`config.mk`:
```
export PLATFORM = sky130hd
export DESIGN_NAME = mem_port_arbiter
export DESIGN_NICKNAME = d
export VERILOG_FILES = /design/src/rtl/mem_port_arbiter.sv
export SDC_FILE = /design/constraint.sdc
export NUM_CORES = 1
export LEC_CHECK = 0
export BUFFER_PORTS_ARGS = -buffer_cell sky130_fd_sc_hd__buf_2
export CAP_MARGIN = 20
export CELL_PAD_IN_SITES_DETAIL_PLACEMENT = 0
export CELL_PAD_IN_SITES_GLOBAL_PLACEMENT = 2
export CORE_MARGIN = 2
export CORE_UTILIZATION = 25
export CTS_BUF_LIST = sky130_fd_sc_hd__clkbuf_4 sky130_fd_sc_hd__clkbuf_8
export CTS_CLUSTER_DIAMETER = 120
export DETAILED_ROUTE_END_ITERATION = 7
export PLACE_DENSITY_LB_ADDON = 0.1
export SYNTH_ARGS = -nofsm -noshare
export SYNTH_HDL_FRONTEND = slang
export SYNTH_SLANG_ARGS = --single-unit
```
`constraint.sdc`:
```
create_clock -name clk -period 3.6 [get_ports clk]
set_input_delay 0.36 -clock clk [delete_from_list [all_inputs] [get_ports clk]]
set_output_delay 0.36 -clock clk [all_outputs]
set_load 0.03 [all_outputs]
```
`src/rtl/mem_port_arbiter.sv`:
```
// Two-port arbiter in front of the unified RV32 memory: one access in flight,
// ready-handshake memory side, one-cycle rvalid back to the owning port.
module mem_port_arbiter #(
  parameter int TIMEOUT    = 16,
  parameter int FIXED_PRIO = 0
) (
  input  logic        clk,
  input  logic        reset,
  input  logic        p0_req,
  input  logic        p0_we,
  input  logic [31:0] p0_addr,
  input  logic [31:0] p0_wdata,
  input  logic [3:0]  p0_wstrb,
  input  logic        p1_req,
  input  logic        p1_we,
  input  logic [31:0] p1_addr,
  input  logic [31:0] p1_wdata,
  input  logic [3:0]  p1_wstrb,
  output logic        p0_gnt,
  output logic        p1_gnt,
  output logic        p0_rvalid,
  output logic        p1_rvalid,
  output logic [31:0] rdata,
  output logic        err,
  output logic        busy,
  output logic        mem_req,
  output logic        mem_we,
  output logic [31:0] mem_addr,
  output logic [31:0] mem_wdata,
  output logic [3:0]  mem_wstrb,
  input  logic        mem_ready,
  input  logic [31:0] mem_rdata
);

  typedef enum logic [1:0] {IDLE, ACCESS, RESP} state_t;

  localparam logic [7:0] TO_LAST = 8'(TIMEOUT - 1);

  state_t      state, state_nxt;
  logic        owner, last_owner;
  logic        lat_we;
  logic [31:0] lat_addr, lat_wdata;
  logic [3:0]  lat_wstrb;
  logic [7:0]  cnt;
  logic [31:0] rdata_q;
  logic        err_q;

  logic        any_req, winner, grant, done_ok, done_to;
  logic        sel_we;
  logic [31:0] sel_addr, sel_wdata;
  logic [3:0]  sel_wstrb;

  // winner = 1 selects port 1; only meaningful while any_req is high.
  always_comb begin
    // NOTE: every always_comb output gets a default first so no path can infer a latch.
    winner = p1_req;
    if (p0_req && p1_req)
      winner = (FIXED_PRIO != 0) ? 1'b0 : ~last_owner;
  end

  assign any_req   = p0_req | p1_req;
  assign grant     = (state == IDLE) && any_req;
  assign done_ok   = (state == ACCESS) && mem_ready;
  assign done_to   = (state == ACCESS) && !mem_ready && (cnt == TO_LAST);

  assign sel_we    = winner ? p1_we    : p0_we;
  assign sel_addr  = winner ? p1_addr  : p0_addr;
  assign sel_wdata = winner ? p1_wdata : p0_wdata;
  assign sel_wstrb = winner ? p1_wstrb : p0_wstrb;

  always_ff @(posedge clk) begin
    // NOTE: sequential state uses non-blocking assignments so every register samples pre-edge values.
    if (reset) state <= IDLE;
    else       state <= state_nxt;
  end

  always_comb begin
    state_nxt = state;
    case (state)
      IDLE:    if (any_req) state_nxt = ACCESS;
      ACCESS:  if (done_ok || done_to) state_nxt = RESP;
      RESP:    state_nxt = IDLE;
      default: state_nxt = IDLE;
    endcase
  end

  always_ff @(posedge clk) begin
    if (reset) begin
      // NOTE: the latched request fields are reset too, because they drive mem_* directly and must read 0 after reset.
      owner      <= 1'b0;
      last_owner <= 1'b1;
      lat_we     <= 1'b0;
      lat_addr   <= '0;
      lat_wdata  <= '0;
      lat_wstrb  <= '0;
      cnt        <= '0;
      rdata_q    <= '0;
      err_q      <= 1'b0;
    end else begin
      if (grant) begin
        owner      <= winner;
        last_owner <= winner;
        lat_we     <= sel_we;
        lat_addr   <= sel_addr & 32'hFFFF_FFFC;
        lat_wdata  <= sel_wdata;
        lat_wstrb  <= sel_wstrb;
        cnt        <= '0;
      end
      if (state == ACCESS) cnt <= cnt + 8'd1;
      if (done_ok) begin
        rdata_q <= lat_we ? 32'h0 : mem_rdata;
        err_q   <= 1'b0;
      end else if (done_to) begin
        rdata_q <= 32'h0;
        err_q   <= 1'b1;
      end
    end
  end

  // Grants are suppressed while reset is high, since the edge would discard them anyway.
  always_comb begin
    p0_gnt    = grant && !winner && !reset;
    p1_gnt    = grant &&  winner && !reset;
    p0_rvalid = (state == RESP) && !owner;
    p1_rvalid = (state == RESP) &&  owner;
    busy      = (state != IDLE);
    mem_req   = (state == ACCESS);
    mem_we    = (state == ACCESS) && lat_we;
    mem_wstrb = ((state == ACCESS) && lat_we) ? lat_wstrb : 4'b0000;
    mem_addr  = lat_addr;
    mem_wdata = lat_wdata;
    rdata     = rdata_q;
    err       = err_q;
  end

endmodule
```
# --- Word level (Yosys, flattened, before mapping) ---
# Cells that the tools add are included.
totals:
  reg_bits: 112
  in_bits: 175
  output_inout_bits: 108
classes:
  addsub: 1
  n_eq_ne: 5
  n_mux: 14
  bitwise_logic: 2
  n_reduce_logical: 23
op_table:
  columns: ["cell", "n"]
  rows:
  - ["2-to-1 mux 32 bit", 5]
  - ["2-to-1 mux 8 bit", 2]
  - ["logical AND 1 bit", 12]
  - ["adder 8 x 1 -> 8 bit, second input constant", 1]
  - ["== test 8 x 4 -> 1 bit, second input constant", 1]
  - ["2-to-1 mux 4 bit", 2]
  - ["nonzero test 2 bit", 3]
  - ["zero test 1 bit", 4]
  - ["2-to-1 mux 2 bit", 2]
  - ["case mux 2 bit (2 select lines)", 1]
  - ["== test 2 x 1 -> 1 bit, second input constant", 1]
  - ["== test 2 bit, second input constant", 1]
  - ["zero test 2 bit", 1]
  - ["2-to-1 mux 1 bit", 2]
  - ["!= test 2 x 1 -> 1 bit, second input constant", 1]
  - ["!= test 2 bit, second input constant", 1]
  - ["AND reduction 2 bit", 1]
  - ["OR reduction 2 bit", 1]
  - ["logical OR 1 bit", 1]
  - ["inverter 1 bit", 1]
  - ["bitwise OR 1 bit", 1]

# --- Longest topological paths before layout ---
# Gate-level depths: netlist (run 1).
logic_depth:
  word_depth: 6
  mapped_depth: 7

# --- Least setup slack after synthesis (run 1) ---
# OpenSTA, ideal clock, no wires.
synth_timing:
  path_kind: "reg2out"
  startpoint: "register state[1]"
  endpoint: "output mem_wstrb[0]"
  arrival_ps: 1533
  required_ps: 3240
  slack_ps: 1707
  stages_incl_launch_ff: 6
  path_buffers: 2
  path_cell_list: "dfxtp_1 nand2b_1 buf_2 inv_1 clkbuf_1 and3_1"
synth_between:
  elab_chain_len: 3
synth_rtl:
  columns: ["element", "line", "rtl"]
  rows:
  - ["start, declared", "39", "state_t state, state_nxt;"]
  - ["start signal, assigned", "74", "else state <= state_nxt;"]
  - ["== test 2 x 1 -> 1 bit", null, null]
  - ["named net mem_req", "26", "output logic mem_req,"]
  - ["logical AND 1 bit", "129", "mem_wstrb = ((state == ACCESS) && lat_we) ? lat_wstrb : 4'b0000;"]
  - ["2-to-1 mux 4 bit", "129", null]
  - ["end, declared", "30", "output logic [3:0] mem_wstrb,"]
# The timed path passes the listed nets, and every way through them passes these cells.

# --- Final worst setup path (run 1) ---
layout_timing:
  startpoint: "register state[1]"
  endpoint: "output p0_gnt"
layout_between:
  elab_chain_len: 4
layout_rtl:
  columns: ["element", "line", "rtl"]
  rows:
  - ["zero test 2 bit", "62", "assign grant = (state == IDLE) && any_req;"]
  - ["logical AND 1 bit", "62", null]
  - ["logical AND 1 bit (2 in a row)", "122", "p0_gnt = grant && !winner && !reset;"]
  - ["end, declared", "19", "output logic p0_gnt,"]
# No other way between the ends.

==> flow_summary.yaml, run 1 <==
status:
  status: "completed"
synth:
  synthArstFlopShare: 0
  yosysUniqueCellTypes: 40
  avgSynthCellArea_um2: 9.50
  yosys.area.top_type: "dfxtp_1"
  yosys_warnings: 0
  synth_top_area_share: 0.520
  synth_cells: 454
  ys_ff_latch: 112
  synthFlopType: "dfxtp_1"
  synth_edf_count: 0
  ys_seq_area_frac: 0.520
  synthTopCellsByArea: "dfxtp_1 52%, a222oi_1 8.4%, a221o_1 7.2%"
  netlist_area_um2: 4310
placement:
  placed_area_um2: 5850
  dp_hpwl_mm: 10.7
  place.gp.congestion: 0.749
  port_buffers: 276
grt:
  grt_pass1_wl_mm: 22.9
  gr-total-overflow: 0
  grt_start_max_net_pins: 47
  grt_pass1_vias: 4336
  antenna_found_initial: 0
  grt_usage: 0.160
drt:
  wl_per_cell_um: 16.4
  first_pass_iters: 6
  drc: 0
  totalWireLength_mm: 15.4
  drt_iter0_markers: 290
  vias: 4478
  antenna_left: 0
  vias_per_cell: 4.78
timing:
  slew-limit-headroom: 0.451
  setup_tns_ns: 0
  period_share: 0.720
  worst_pin_slew_ns: 0.822
  period_needed_ns: 2.59
  drv_slew: 0
  finClkSkew_ns: 0.0109
  rsz0062_at_grt: "no"
  fmax_ghz: 0.386
  finalHoldViolations: 0
  setup_viol: 0
cts:
  clock_sinks: 112
  clock_latency_ns: 0.39
  htree_levels: 3
  clkTransAtPathRegs_ns: 0.11
  cts_made_buffers: 9
  post_cts_resized: 0
  postCtsSetupBuffers: 0
  cts_hold_buf: 0
  cts_tree: "yes"
  cts_buffer_depth: 2
  cts_root_buffer: "clkbuf_8"
final_layout:
  multi_input_area_um2: 1860
  n_fill_cell: 1843
  synthToLayoutAreaGrowth_pct: 41.4
  nets: 882
  num_antenna_cells: 0
  drive_gt1_frac: 0.436
  register_area_um2: 2240
  final_area_um2: 6100
floorplanning:
  die_w_um: 135
  coreArea_um2: 17100
  ios: 283
  initial_core_util: 0.253
  die_area_um2: 18300
  die_h_um: 135
  num_rows: 48
worst_setup_path:
  cpMaxStageDelayCell: "nor2b_4"
  crit_chain: "nor2_1, and3_1, nor2b_4, buf_2"
  cp.required_ns: 3.24
  endpoint_kind: "primary output"
  criticalPathCategory: "reg2out"
  critPathLaunchType: "flip-flop"
  cp_slowest_stage_delay_ns: 0.69
  path_max_fanout: 32
  arrival_ns: 2.23
power_and_ir_drop:
  cellLeakagePower_uw: 0.00291
  vdd_drop_max_mv: 0.236
  power_density_nw_per_um2: 490
worst_hold_path:
  hp-class: "in2reg"
flow_run:
  max_cap_violations: 0
[power breakdown]
group | switching, uW | internal [uW] | leakage [uW]
registers | 50.3 | 1330 | 0.000918
logic | 419 | 237 | 0.00186
clock network | 447 | 500 | 0.000126
total | 917 | 2070 | 0.00290
[metrics by stage]
step	total power, uW	setup slack [ns]	utilization	cells	hold slack (ns)
after floorplan	1830	1.71	-	455	0.442
after global placement	2070	1.42	0.343	920	0.458
after detailed placement	2070	1.40	0.343	920	0.462
after CTS	3050	0.944	0.358	936	0.151
after global routing	3150	0.801	0.358	936	0.164
final	2990	1.01	0.358	936	0.187
[cell families (layout without fill, tap and decap cells)]
family | count (synthesis) | after routing | synth area share
compound gates | 153 | 153 | 0.262
fa+ha+maj | 1 | 1 | 0.00290
other cells | 1 | 2 | 0.000869
simple gates | 139 | 139 | 0.160
buf+inv | 48 | 304 | 0.0554
flops | 112 | 112 | 0.520
[Yosys cell counts (2+ instances only)]
| master | instances |
|---|---|
| dfxtp_1 | 112 |
| nor2_1 | 45 |
| a21oi_1 | 41 |
| a222oi_1 | 36 |
| nand2_1 | 36 |
| o21ai_0 | 34 |
| and2_1 | 32 |
| a221o_1 | 31 |
| clkbuf_1 | 28 |
| buf_2 | 10 |
| and3_1 | 6 |
| buf_6 | 5 |
| nor3_1 | 3 |
| a211oi_1 | 2 |
| a31oi_1 | 2 |
| buf_4 | 2 |
| inv_1 | 2 |
| nand2b_1 | 2 |
| nand3_1 | 2 |
| nor3b_1 | 2 |
| or4_1 | 2 |
[area by class of cell]
type | count | share of cell area
inverters | 2 | 0.00123
clock inverters | 5 | 0.0168
clock buffers | 11 | 0.0248
flip-flops and latches | 112 | 0.367
well taps | 225 | 0.0461
multi-input cells | 295 | 0.305
repair buffers | 286 | 0.239
[path summary, 6_finish.rpt]
check	from	endpoint	slack (ns)	cells past startpoint
max	state[1]$_SDFFE_PP0P_	p0_gnt	1.01	4
min reg2reg	rdata[11]$_SDFFE_PP0P_	rdata[11]$_SDFFE_PP0P_	0.47	2
max reg2reg	state[1]$_SDFFE_PP0P_	mem_addr[22]$_SDFFE_PP0P_	1.52	6
min	p0_wdata[17]	mem_wdata[17]$_SDFFE_PP0P_	0.19	2
[critical path, delay by kind of cell (launching register included)]
kind	cells	cell delay (ns)
simple gates	3	1.16
flops	1	0.34
buf+inv	1	0.33
[metal layers]
layer / vias to the layer above / share of wire / GRT usage
met2: 169 / 0.48 / 0.264
met4: 0 / 0.013 / 0.0590
met1: 2111 / 0.43 / 0.199
met3: 12 / 0.078 / 0.0468
met5: - / 0 / 0
li1: 2186 / - / -
[flip-flops by register name, indices dropped and copies added (netlist names)]
| name | flops |
|---|---|
| mem_addr | 30 |
| state | 2 |
| rdata | 32 |
| owner | 1 |
| lat_we | 1 |
| cnt | 8 |
| err | 1 |
| last_owner | 1 |
| mem_wdata | 32 |
| lat_wstrb | 4 |
[cells in the final DEF, fill, tap and decap left out, drive strengths merged]
cell type / Yosys / routed
and2: 32 / 32
a211oi: 2 / 2
nand2: 36 / 36
and3: 6 / 6
a21oi: 41 / 41
o311ai: 1 / 1
nor3b: 3 / 3
nor2b: 2 / 2
a221o: 31 / 31
clkinvlp: 0 / 1
nand4b: 1 / 1
a21bo: 1 / 1
nor4: 1 / 1
nand3: 2 / 2
nand2b: 2 / 2
clkinv: 0 / 1
buf: 17 / 286
inv: 2 / 2
a21o: 1 / 1
conb: 1 / 2
o21a: 1 / 1
ha: 1 / 1
o31ai: 1 / 1
nor3: 4 / 4
a211o: 1 / 1
a31oi: 2 / 2
dfxtp: 112 / 112
and3b: 1 / 1
a222oi: 36 / 36
o21ai: 35 / 35
nand4: 1 / 1
clkbuf: 29 / 11
bufinv: 0 / 3
or4: 2 / 2
nor2: 46 / 46
Note: power is estimated with default switching activity, not from simulation.
==> run 2, diff against run 1 <==
CORE_UTILIZATION = 23   (was 25)
clock period = 2.7 ns   (was 3.6 ns; I/O delays follow)
==> run 2 against run 1 <==
  * Critical path depth unchanged
  * Clock power up 19%
  * Total power up 29%
  * Flip-flop and latch count unchanged
  * Sequential power up 34%
  * Largest cell class unchanged
==> flow_summary.yaml, run 2 (synthesis gave the netlist of run 1 again) <==
cts:
  cts_made_buffers: 9
  cts_tree: "yes"
  clkTransAtPathRegs_ns: 0.11
  clock_sinks: 112
  cts_hold_buf: 0
  postCtsSetupBuffers: 0
  htree_levels: 3
  post_cts_resized: 0
  cts_root_buffer: "clkbuf_8"
  cts_buffer_depth: 2
  clock_latency_ns: 0.38
grt:
  grt_pass1_wl_mm: 23.7
  met3_usage: 0.0557
  grt_start_max_net_pins: 39
  top_usage_layer: "met2"
  grt_use_met2: 0.260
  antenna_found_initial: 0
  grt_pass1_vias: 4330
  use_met1: 0.172
  grt_usage: 0.150
  gr-total-overflow: 0
timing:
  finalHoldViolations: 0
  setup_viol: 0
  worst_pin_slew_ns: 0.585
  period_needed_ns: 2.25
  fmax_ghz: 0.444
  finClkSkew_ns: 0.0138
  timing.hold.ws_ns: 0.107
  drv_slew: 0
  rsz0062_at_grt: "no"
  slew-limit-headroom: 0.610
  period_share: 0.835
  setup_tns_ns: 0
final_layout:
  layout_commonest_cell: "buf_2"
  final_area_um2: 6090
  nets: 884
  final_core_util: 0.328
  num_antenna_cells: 0
  final_cell_mix: "276 x buf_2, 112 x dfxtp_1, 45 x nor2_1, 40 x a21oi_1"
  drive_gt1_frac: 0.437
  n_fill_cell: 2015
  synthToLayoutAreaGrowth_pct: 41.2
worst_setup_path:
  crit_buf_inv: 1
  arrival_ns: 1.98
  endpoint_kind: "primary output"
  cpMaxStageDelayCell: "nor2b_4"
  criticalPathCategory: "reg2out"
  crit_chain: "nor2_1, and3_1, nor2b_4, buf_2"
  critPathLaunchType: "flip-flop"
  path_max_fanout: 17
  cp_slowest_stage_delay_ns: 0.46
  cp.required_ns: 2.43
  cp_top_family: "simple AND/OR/NAND/NOR gates"
power_and_ir_drop:
  vdd_drop_max_mv: 0.252
  p_seq_frac: 0.478
  power_density_nw_per_um2: 633
  cellLeakagePower_uw: 0.00290
  pwr-share-clk: 0.293
  p_comb_frac: 0.228
  switchingPower_uw: 1210
  internal_power_uw: 2640
  netSwitchingFraction: 0.315
drt:
  drt_iter0_markers: 297
  vias: 4499
  vias_per_cell: 4.76
  first_pass_iters: 6
  antenna_left: 0
  drc: 0
  wl_per_cell_um: 16.5
  totalWireLength_mm: 15.6
placement:
  dp_hpwl_mm: 11.3
  place.gp.congestion: 0.717
  port_buffers: 276
  placed_area_um2: 5880
floorplanning:
  die_w_um: 141
  coreArea_um2: 18600
  ios: 283
  num_rows: 50
  die_h_um: 141
  die_area_um2: 19900
  initial_core_util: 0.232
worst_hold_path:
  hp-class: "in2reg"
flow_run:
  max_cap_violations: 0
status:
  status: "completed"
run 2: stage by stage:
step           setup slack [ns]  std cells  total power, uW
4_1_cts                   0.395        945             3940
2_1_floorplan             0.897        455             2430
3_3_place_gp              0.858        931             2760
5_1_grt                   0.318        945             4060
6_report                  0.447        945             3860
3_5_place_dp              0.781        931             2770
run 2: routing by layer:
layer	routed length (um)	vias up
met4	227	0
met3	1400	12
met5	0	-
met2	7550	192
met1	6370	2105
li1	-	2190
run 2: final timing paths:
path	start	end	slack (ns)	depth (start not counted)
worst max-delay path	state[0]$_SDFFE_PP0P_	p0_gnt	0.45	4
worst min-delay path	p0_addr[22]	mem_addr[22]$_SDFFE_PP0P_	0.11	2
worst max register to register	state[0]$_SDFFE_PP0P_	lat_wstrb[1]$_SDFFE_PP0P_	0.76	6
worst min register to register	rdata[12]$_SDFFE_PP0P_	rdata[12]$_SDFFE_PP0P_	0.48	2
run 2: final cells by class:
class	count	area (um2)	area share
sequential	112	2240	0.368
multi-input combinational	295	1860	0.306
timing repair buffer	288	1470	0.242
tap	234	293	0.0481
clock buffer	10	138	0.0226
clock inverter	4	77.6	0.0127
inverter	2	7.51	0.00123
run 2: power groups by stage:
| stage | Combinational [uW] | Clock (uW) | Sequential, uW |
|---|---|---|---|
| 2_1_floorplan | 337 | 0 | 2100 |
| 3_3_place_gp | 882 | 0 | 1880 |
| 3_5_place_dp | 891 | 0 | 1880 |
| 4_1_cts | 892 | 1200 | 1850 |
| 5_1_grt | 952 | 1240 | 1860 |
| 6_report | 881 | 1130 | 1850 |
run 2: worst reg2reg max path, cell delays in order, from the launching register on:
cell and delay [ns]:
dfxtp_1 0.35, nor2_1 0.26, inv_1 0.17, nor2_2 0.43, buf_4 0.39, a222oi_1 0.16
nor2_1 0.12
==> run 3, diff against run 2 <==
ABC_AREA = 1   (was not set)
CORE_UTILIZATION = 22   (was 23)
clock period = 2.3 ns   (was 2.7 ns; I/O delays follow)
==> run 3 against run 2 <==
  * Register-to-register slack got worse by 0.04 ns
  * Flip-flop and latch count is the same
  * Hold slack worse by 0.083 ns
  * Clock skew down 0.0012 ns
  * Sequential share of layout area is 2.0 points lower
  * Clock power increased by 14%
  * Area after synthesis grew 8.4%
  * Cell count up 23%
  * Wire length rose by 9.9%
  * Via count increased by 15%
  * Count of clock-buffer cells in the layout shrank 1
  * Synthesized cell count up 37%
  * Critical path type unchanged
==> flow_summary.yaml, run 3 <==
floorplanning:
  die_w_um: 150
  num_rows: 53
  coreArea_um2: 21000
  die_area_um2: 22400
  initial_core_util: 0.223
  ios: 283
  die_h_um: 150
grt:
  gr-total-overflow: 0
  grt_pass1_vias: 5061
  grt_usage: 0.148
  antenna_found_initial: 1
  grt_pass1_wl_mm: 26.1
  grt_start_max_net_pins: 49
timing:
  worst_pin_slew_ns: 0.997
  finClkSkew_ns: 0.0126
  period_share: 0.791
  setup_viol: 0
  finalHoldViolations: 0
  period_needed_ns: 1.82
  setup_tns_ns: 0
  fmax_ghz: 0.549
  slew-limit-headroom: 0.333
  drv_slew: 0
  rsz0062_at_grt: "no"
final_layout:
  n_fill_cell: 2376
  layout_commonest_cell: "buf_2"
  multi_input_area_um2: 2100
  final_cell_mix: "276 x buf_2, 198 x nand2_1, 133 x nand3_1, 112 x dfxtp_1, 44 x a21oi_1"
  final_area_um2: 6450
  synthToLayoutAreaGrowth_pct: 37.9
  drive_gt1_frac: 0.362
  nets: 1055
  register_area_um2: 2240
drt:
  totalWireLength_mm: 17.1
  drc: 0
  vias: 5152
  antenna_left: 0
  drt_iter0_markers: 245
  wl_per_cell_um: 14.7
  vias_per_cell: 4.44
  first_pass_iters: 5
cts:
  clock_sinks: 112
  clock_latency_ns: 0.39
  cts_root_buffer: "clkbuf_8"
  cts_tree: "yes"
  cts_made_buffers: 9
  post_cts_resized: 0
  clkTransAtPathRegs_ns: 0.12
  postCtsSetupBuffers: 0
  cts_buffer_depth: 2
  htree_levels: 3
synth:
  yosys.area.top_type: "dfxtp_1"
  synth_fa_ha_area_frac: 0.00268
  synth_top_family_by_area: "simple AND/OR/NAND/NOR gates"
  synthFlopType: "dfxtp_1"
  yosysUniqueCellTypes: 26
  synth_common_cells: "198 x nand2_1, 133 x nand3_1, 112 x dfxtp_1, 44 x a21oi_1, 36 x a31oi_1"
  synthTopCellsByArea: "dfxtp_1 48%, nand2_1 16%, nand3_1 14%"
  synth_most_common_cell: "nand2_1"
  synthXorXnorAreaFrac: 0
  synthArstFlopShare: 0
  yosys_warnings: 0
  synth_top_area_share: 0.480
  avgSynthCellArea_um2: 7.49
  ys_ff_latch: 112
  synth_edf_count: 0
  synth_cells: 624
  synth_mux_area_frac: 0
  netlist_area_um2: 4670
  synth_simple_gate_area_frac: 0.343
  ys_seq_area_frac: 0.480
  synth_compound_area_frac: 0.100
power_and_ir_drop:
  cellLeakagePower_uw: 0.00302
  vdd_drop_max_mv: 0.311
  power_density_nw_per_um2: 733
worst_setup_path:
  critPathLaunchType: "flip-flop"
  arrival_ns: 1.59
  criticalPathCategory: "reg2out"
  worstRegToRegCells: 5
  endpoint_kind: "primary output"
  path_max_fanout: 5
  crit_chain: "nand2_2, nor2_1, inv_1, nor2_1, buf_2"
  cp_common_cell: "nor2_1"
  cpMaxStageDelayCell: "dfxtp_1"
  rrSetupSlack_ns: 0.72
  r2r-start: "state[0]$_SDFFE_PP0P_"
  cp.required_ns: 2.07
  crit_buf_inv: 2
  r2r_end: "mem_addr[31]$_SDFFE_PP0P_"
  cp_top_family: "flip-flops"
  cp_slowest_stage_delay_ns: 0.42
placement:
  dp_hpwl_mm: 12.0
  placed_area_um2: 6230
  place.gp.congestion: 0.733
  port_buffers: 276
worst_hold_path:
  hp-start: "p0_wdata[17]"
  min_to: "mem_wdata[17]$_SDFFE_PP0P_"
  hp-class: "in2reg"
  whs_path_depth: 3
status:
  status: "completed"
flow_run:
  max_cap_violations: 0
run 3: cell type report:
type / count / area share
clock inverter: 7 / 0.0124
clock buffer: 9 / 0.0192
inverter: 17 / 0.0103
multi-input combinational: 449 / 0.326
antenna: 1 / 0.000388
timing repair buffer: 290 / 0.231
sequential: 112 / 0.348
tap: 275 / 0.0534
run 3: per-stage QoR:
| step | hold slack, ns | cells | utilization | power [uW] | setup WS (ns) |
|---|---|---|---|---|---|
| detailed placement | 0.436 | 1142 | 0.297 | 3500 | 0.323 |
| global route | 0.0106 | 1159 | 0.307 | 5010 | 0.280 |
| CTS | 0.000588 | 1159 | 0.307 | 4830 | 0.419 |
| global placement | 0.429 | 1142 | 0.297 | 3490 | 0.390 |
| floorplan | 0.343 | 625 | - | 3050 | 0.532 |
| finish | 0.0241 | 1160 | 0.308 | 4720 | 0.480 |
run 3: kinds of logic after synthesis:
logic type,Yosys count
buffers and inverters,64
AND/OR/NAND/NOR,362
adder cells (fa/ha/maj),1
other,1
flip-flops,112
AO/OA/AOI/OAI,84
run 3: worst max-delay path by stage:
stage / startpoint / endpoint / slack [ns] / cells after the start
after floorplan: lat_we$_SDFFE_PP0P_ / mem_wstrb[0] / 0.53 / 4
after global placement: p1_req / lat_wstrb[0]$_SDFFE_PP0P_ / 0.39 / 5
after detailed placement: p1_req / mem_wdata[29]$_SDFFE_PP0P_ / 0.32 / 5
after CTS: state[0]$_SDFFE_PP0P_ / mem_wstrb[2] / 0.42 / 5
after global routing: state[1]$_SDFFE_PP0P_ / mem_wstrb[2] / 0.28 / 6
final: state[0]$_SDFFE_PP0P_ / mem_wstrb[2] / 0.48 / 5
run 3: per-layer routing:
metal / vias to the layer above / wire (um) / global-route usage
met2: 172 / 8140 / 0.251
met5: - / 0 / 0
li1: 2588 / - / -
met3: 22 / 1250 / 0.0375
met1: 2370 / 7330 / 0.180
met4: 0 / 364 / 0.0561
run 3: worst register-to-register path: stages, from the launching register on:
cell and delay [ns]:
dfxtp_1 0.42, nor2_2 0.09, o21ai_4 0.37, buf_4 0.39, nand2_1 0.08, a31oi_1 0.17
run 3: power breakdown:
part / leakage, uW / internal [uW] / switching, uW / total (uW)
clock: 0.000102 / 519 / 771 / 1290
combinational: 0.00200 / 385 / 840 / 1220
sequential: 0.000919 / 2120 / 93.1 / 2210
total: 0.00302 / 3020 / 1700 / 4720
run 3: what timing repair did:
action / 4_1_cts / 5_1_grt
hold buffers: 1 / 0
endpoints found under the setup margin: 0 / 0
hold endpoints to repair: 1 / 0
